File: config.mk
export PLATFORM = sky130hd
export DESIGN_NAME = mc_main_cu
export DESIGN_NICKNAME = d
export VERILOG_FILES = /design/src/rtl/mc_main_cu_pkg.sv /design/src/rtl/mc_ctrl_decode.sv /design/src/rtl/mc_main_cu.sv
export SDC_FILE = /design/constraint.sdc
export NUM_CORES = 1
export LEC_CHECK = 0
export BUFFER_PORTS_ARGS = -buffer_cell sky130_fd_sc_hd__buf_2
export CORE_UTILIZATION = 30
export DETAILED_ROUTE_END_ITERATION = 16
export RECOVER_POWER = 50
export SETUP_SLACK_MARGIN = 0.1
export SLEW_MARGIN = 20
export SYNTH_ARGS = -nofsm -noshare
export SYNTH_HDL_FRONTEND = slang
export SYNTH_SLANG_ARGS = --single-unit
File: constraint.sdc
create_clock -name clk -period 1.55 [get_ports clk]
set_input_delay 0.31 -clock clk [delete_from_list [all_inputs] [get_ports clk]]
set_output_delay 0.31 -clock clk [all_outputs]
set_load 0.05 [all_outputs]
File: src/rtl/mc_main_cu_pkg.sv
// Shared definitions for the multicycle main control unit: opcodes, ALU/mux
// encodings, FSM state enumeration and the bundled control-word type.
package mc_main_cu_pkg;

    localparam logic [5:0] OP_RTYPE = 6'b000000;
    localparam logic [5:0] OP_LW    = 6'b100011;
    localparam logic [5:0] OP_SW    = 6'b101011;
    localparam logic [5:0] OP_BEQ   = 6'b000100;
    localparam logic [5:0] OP_ADDI  = 6'b001000;
    localparam logic [5:0] OP_J     = 6'b000010;

    localparam logic [1:0] ALUOP_ADD   = 2'b00;
    localparam logic [1:0] ALUOP_SUB   = 2'b01;
    localparam logic [1:0] ALUOP_RTYPE = 2'b10;

    localparam logic [1:0] SRCB_REG    = 2'b00;
    localparam logic [1:0] SRCB_FOUR   = 2'b01;
    localparam logic [1:0] SRCB_IMM    = 2'b10;
    localparam logic [1:0] SRCB_IMM_SH = 2'b11;

    localparam logic [1:0] PCSRC_ALU    = 2'b00;
    localparam logic [1:0] PCSRC_ALUOUT = 2'b01;
    localparam logic [1:0] PCSRC_JUMP   = 2'b10;

    typedef enum logic [3:0] {
        FETCH    = 4'd0,
        DECODE   = 4'd1,
        MEMADR   = 4'd2,
        MEMRD    = 4'd3,
        MEMWB    = 4'd4,
        MEMWR    = 4'd5,
        RTYPE_EX = 4'd6,
        RTYPE_WB = 4'd7,
        BRANCH   = 4'd8,
        ADDI_EX  = 4'd9,
        ADDI_WB  = 4'd10,
        JUMP     = 4'd11
    } state_t;

    typedef struct packed {
        logic       pc_write;
        logic       pc_write_cond;
        logic       iord;
        logic       mem_read;
        logic       mem_write;
        logic       ir_write;
        logic       mem_to_reg;
        logic       reg_dst;
        logic       reg_write;
        logic       alu_src_a;
        logic [1:0] alu_src_b;
        logic [1:0] pc_source;
        logic [1:0] alu_op;
        logic       illegal_op;
    } ctrl_t;

    function automatic logic is_legal_op(input logic [5:0] op);
        return (op == OP_RTYPE) || (op == OP_LW) || (op == OP_SW) ||
               (op == OP_BEQ) || (op == OP_ADDI) || (op == OP_J);
    endfunction

endpackage

File: src/rtl/mc_ctrl_decode.sv
// Combinational decode of the current FSM state into the datapath control word.
module mc_ctrl_decode
    import mc_main_cu_pkg::*;
(
    input  state_t     state,
    input  logic       mem_ready,
    input  logic [5:0] opcode,
    output ctrl_t      ctrl
);

    always_comb begin
        // NOTE: every field gets a default first so no path leaves a latch behind.
        ctrl = '0;
        unique case (state)
            FETCH: begin
                ctrl.mem_read  = 1'b1;
                ctrl.alu_src_b = SRCB_FOUR;
                ctrl.alu_op    = ALUOP_ADD;
                ctrl.pc_source = PCSRC_ALU;
                ctrl.ir_write  = mem_ready;
                ctrl.pc_write  = mem_ready;
            end
            DECODE: begin
                ctrl.alu_src_b  = SRCB_IMM_SH;
                ctrl.alu_op     = ALUOP_ADD;
                ctrl.illegal_op = !is_legal_op(opcode);
            end
            MEMADR, ADDI_EX: begin
                ctrl.alu_src_a = 1'b1;
                ctrl.alu_src_b = SRCB_IMM;
                ctrl.alu_op    = ALUOP_ADD;
            end
            MEMRD: begin
                ctrl.mem_read = 1'b1;
                ctrl.iord     = 1'b1;
            end
            MEMWB: begin
                ctrl.reg_write  = 1'b1;
                ctrl.mem_to_reg = 1'b1;
            end
            MEMWR: begin
                ctrl.mem_write = 1'b1;
                ctrl.iord      = 1'b1;
            end
            RTYPE_EX: begin
                ctrl.alu_src_a = 1'b1;
                ctrl.alu_src_b = SRCB_REG;
                ctrl.alu_op    = ALUOP_RTYPE;
            end
            RTYPE_WB: begin
                ctrl.reg_write = 1'b1;
                ctrl.reg_dst   = 1'b1;
            end
            BRANCH: begin
                ctrl.alu_src_a     = 1'b1;
                ctrl.alu_src_b     = SRCB_REG;
                ctrl.alu_op        = ALUOP_SUB;
                ctrl.pc_write_cond = 1'b1;
                ctrl.pc_source     = PCSRC_ALUOUT;
            end
            ADDI_WB: begin
                ctrl.reg_write = 1'b1;
            end
            JUMP: begin
                ctrl.pc_write  = 1'b1;
                ctrl.pc_source = PCSRC_JUMP;
            end
            default: ctrl = '0;
        endcase
    end

endmodule

File: src/rtl/mc_main_cu.sv
// Multicycle MIPS-style main control unit: state register and next-state logic,
// with the control word produced by mc_ctrl_decode.
module mc_main_cu
    import mc_main_cu_pkg::*;
(
    input  logic       clk,
    input  logic       rst,
    input  logic [5:0] opcode,
    input  logic       mem_ready,
    output logic       PCWrite,
    output logic       PCWriteCond,
    output logic       IorD,
    output logic       MemRead,
    output logic       MemWrite,
    output logic       IRWrite,
    output logic       MemtoReg,
    output logic       RegDst,
    output logic       RegWrite,
    output logic       ALUSrcA,
    output logic [1:0] ALUSrcB,
    output logic [1:0] PCSource,
    output logic [1:0] ALUOp,
    output logic       illegal_op
);

    state_t state_q, state_d;
    ctrl_t  ctrl;

    always_ff @(posedge clk) begin
        // NOTE: state flops use non-blocking assignment so every flop sees pre-edge values.
        if (rst) state_q <= FETCH;
        else     state_q <= state_d;
    end

    always_comb begin
        state_d = state_q;
        unique case (state_q)
            FETCH:    if (mem_ready) state_d = DECODE;
            DECODE: begin
                if ((opcode == OP_LW) || (opcode == OP_SW)) state_d = MEMADR;
                else if (opcode == OP_RTYPE)                state_d = RTYPE_EX;
                else if (opcode == OP_BEQ)                  state_d = BRANCH;
                else if (opcode == OP_ADDI)                 state_d = ADDI_EX;
                else if (opcode == OP_J)                    state_d = JUMP;
                else                                        state_d = FETCH;
            end
            MEMADR:   state_d = (opcode == OP_SW) ? MEMWR : MEMRD;
            MEMRD:    if (mem_ready) state_d = MEMWB;
            MEMWR:    if (mem_ready) state_d = FETCH;
            RTYPE_EX: state_d = RTYPE_WB;
            ADDI_EX:  state_d = ADDI_WB;
            MEMWB, RTYPE_WB, BRANCH, ADDI_WB, JUMP: state_d = FETCH;
            // Encodings 12..15 recover to FETCH on the next edge.
            default:  state_d = FETCH;
        endcase
    end

    mc_ctrl_decode u_decode (
        .state     (state_q),
        .mem_ready (mem_ready),
        .opcode    (opcode),
        .ctrl      (ctrl)
    );

    assign PCWrite     = ctrl.pc_write;
    assign PCWriteCond = ctrl.pc_write_cond;
    assign IorD        = ctrl.iord;
    assign MemRead     = ctrl.mem_read;
    assign MemWrite    = ctrl.mem_write;
    assign IRWrite     = ctrl.ir_write;
    assign MemtoReg    = ctrl.mem_to_reg;
    assign RegDst      = ctrl.reg_dst;
    assign RegWrite    = ctrl.reg_write;
    assign ALUSrcA     = ctrl.alu_src_a;
    assign ALUSrcB     = ctrl.alu_src_b;
    assign PCSource    = ctrl.pc_source;
    assign ALUOp       = ctrl.alu_op;
    assign illegal_op  = ctrl.illegal_op;

endmodule

==> reports/metrics.cfg <==
[timing]
timing.max_slew.rel_slack_pct=76.3
report.final.hold_viol_count=0
post-route-worst-setup-slack_ns=-0.0828
timing.final.max_slew_violations=0
setup_viol_count_final=11
maxClockFrequency_mhz=612
setup_repair_after_global_routing_missed_its_margin=yes
timing.final.crit_period_ns=1.63
tightestPinTransition_ns=0.346
final.setup_skew_ns=0.00239
period_share_pct=105

[clock_network]
tritoncts.num_buffers=3
tritoncts=done
clk-insertion-delay-late_ns=0.23
clk_path_buf_depth=2
cts-hold-fix-buffers=0
clock_sink_count=4
htree_levels=1
clkTransAtPathRegs_ns=0.04
cts-root-buf=clkbuf_4

[yosys]
synth_flop_cell=dfxtp_1
syn_inst=77
syn_area_um2=502
syn-mean-instance-area_um2=6.52
synth_edf_count=0
yosysTopAreaCell=dfxtp_1
post_synth_main_area_contributors=dfxtp_1, nor3_1, nor2_1
synthesis.nets=86
postSynth.asyncResetShare_pct=0
synth.yosys.warnings=0
yosysSeqAreaShare_pct=16.0
synth_top_cells_by_count=nor2_1, nor3_1, o21ai_0
synthDistinctLibCells=30
synth_seq_cells=4
synth_largest_type_area_fraction_pct=16.0

[run_status]
outcome=finished, violations left
violations=setup timing

[cells_and_area]
biggestRegsByFlops=state_q x4
final_layout_size_suffix_gt1_share_pct=71.0
final_core_utilization_pct=79.9
largest_reg_flops=4
largest_register=state_q
finish.cell_count_without_fillers=147
final_cell_area_um2=1230
nets=142
nFillCells=106
antenna_diode_instance_count=0
syn2layout_area_growth_pct=145

[route]
detail_route.first_pass.iterations=4
first_drt_iteration_drcs=12
via_count=802
route.met2.wl_um=1100
top_layer=met4
antenna_violating_nets_post_route=0
avgViaCountPerCell=5.46
drc_errors=0
avgRoutedWirePerCell_um=13.6
route.layer.met1.wl_um=804
wl_um=2010
wl_met3_um=72

[setup_path]
worst-setup-path-type=reg2out
critPathCaptureType=output port
reg2regPathDepth=4
critical_path_required_ns=1.24
worstSetupStartpointType=flop
timing.critical_path.fanout_max=6
worst-endpoint-arrival_ns=1.32

[placement]
detailedPlace.worstSlack_ns=-0.134
placed_cells_incl_taps=136
postPlaceCellArea_um2=893
routabilityCongestion=0.831
buffer_ports.inserted=25
hpwlAfterDp_um=1280

[global_route]
grt_pass1_wl_um=2850
maximum_number_of_pins_on_one_net_before_global_route_repair=10
vias_in_the_first_global_route=691
grt_antenna_before_repair=0
gr-total-overflow=0
global_route_usage_sum_pct=20.2

[power_and_ir_drop]
leakagePower_nw=0.522
irDropWorstVdd_v=0.000330
fin_total_pwr_w=0.000470
power.density_nw_per_um2=382

[min_path]
timing.hold.worst_path_depth=2
hold_path_class=in2reg

[floorplanning]
die_x_um=42.9
fp.coreArea_um2=1540
floorplan.io_pins=26
die_height_um=42.9
placement_rows=14
start_util_pct=32.5
floorplan.die_area_um2=1840

[flow_run]
max_cap_viol_count=0

[critical path, stage by stage (launching register included)]
cell and delay [ns]:
dfxtp_4 0.35, buf_6 0.12, buf_6 0.12, buf_6 0.11, nor3_4 0.20, buf_6 0.19
[logic make-up (layout without fill, tap and decap cells)]
family,after synthesis,count (layout),share of synthesized area (%)
xor gates and xnor gates,3,3,5.24
AOI/OAI and AO/OA,19,19,26.7
buffers and inverters,7,61,6.48
muxes,1,1,2.24
DFF,4,4,16.0
and+or+nand+nor,43,43,43.4
[power breakdown]
group	internal, W	switching [W]
combinational	0.000115	0.000123
sequential	0.000103	0.00000453
clock	0.0000863	0.0000387
total	0.000304	0.000166
[metrics by stage]
step	setup TNS, ns	hold WS, ns
after floorplan	-0.537	0.378
after global placement	-0.135	0.548
after detailed placement	-0.190	0.547
after CTS	-0.421	0.294
after global routing	-1.07	0.314
final	-0.499	0.305
[per-layer routing]
layer | vias to the layer above | GRT usage (%)
met2 | 23 | 32.7
met1 | 383 | 26.0
met4 | 0 | 7.50
met5 | - | 0
met3 | 2 | 4.26
li1 | 394 | -
[final timing paths]
kind	startpoint	endpoint	slack (ns)
setup reg to reg	state_q[2]$_SDFFE_PP0P_	state_q[2]$_SDFFE_PP0P_	0.06
hold reg to reg	state_q[1]$_SDFFE_PP0P_	state_q[3]$_SDFFE_PP0P_	0.62
hold / removal	rst	state_q[2]$_SDFFE_PP0P_	0.31
setup / recovery	state_q[0]$_SDFFE_PP0P_	PCWriteCond	-0.08
[what timing repair did]
item | in CTS | in global routing
endpoints found under the setup margin | 19 | 19
pin swaps | 1 | 4
gates resized for setup | 60 | 17
buffers inserted | 4 | 4
[layout make-up]
type	count	area (um2)	share of cell area (%)
multi-input combinational	66	572	46.4
tap	16	20.0	1.63
inverter	1	3.75	0.305
timing repair buffer	57	520	42.3
sequential	4	92.6	7.52
clock buffer	3	22.5	1.83
[placed cells by master, fill, tap and decap left out, drive strengths merged, types with 2 or more instances in the layout]
master,Yosys,layout
dfxtp,4,4
nor2,11,11
nor4,2,2
a21boi,2,2
buf,4,56
nand2b,4,4
nor3,11,11
clkbuf,2,4
nor2b,3,3
and3,4,4
o21ai,7,7
xor2,3,3
nand2,3,3
nand3,3,3
o22ai,2,2
(Power assumes the default switching activity.)
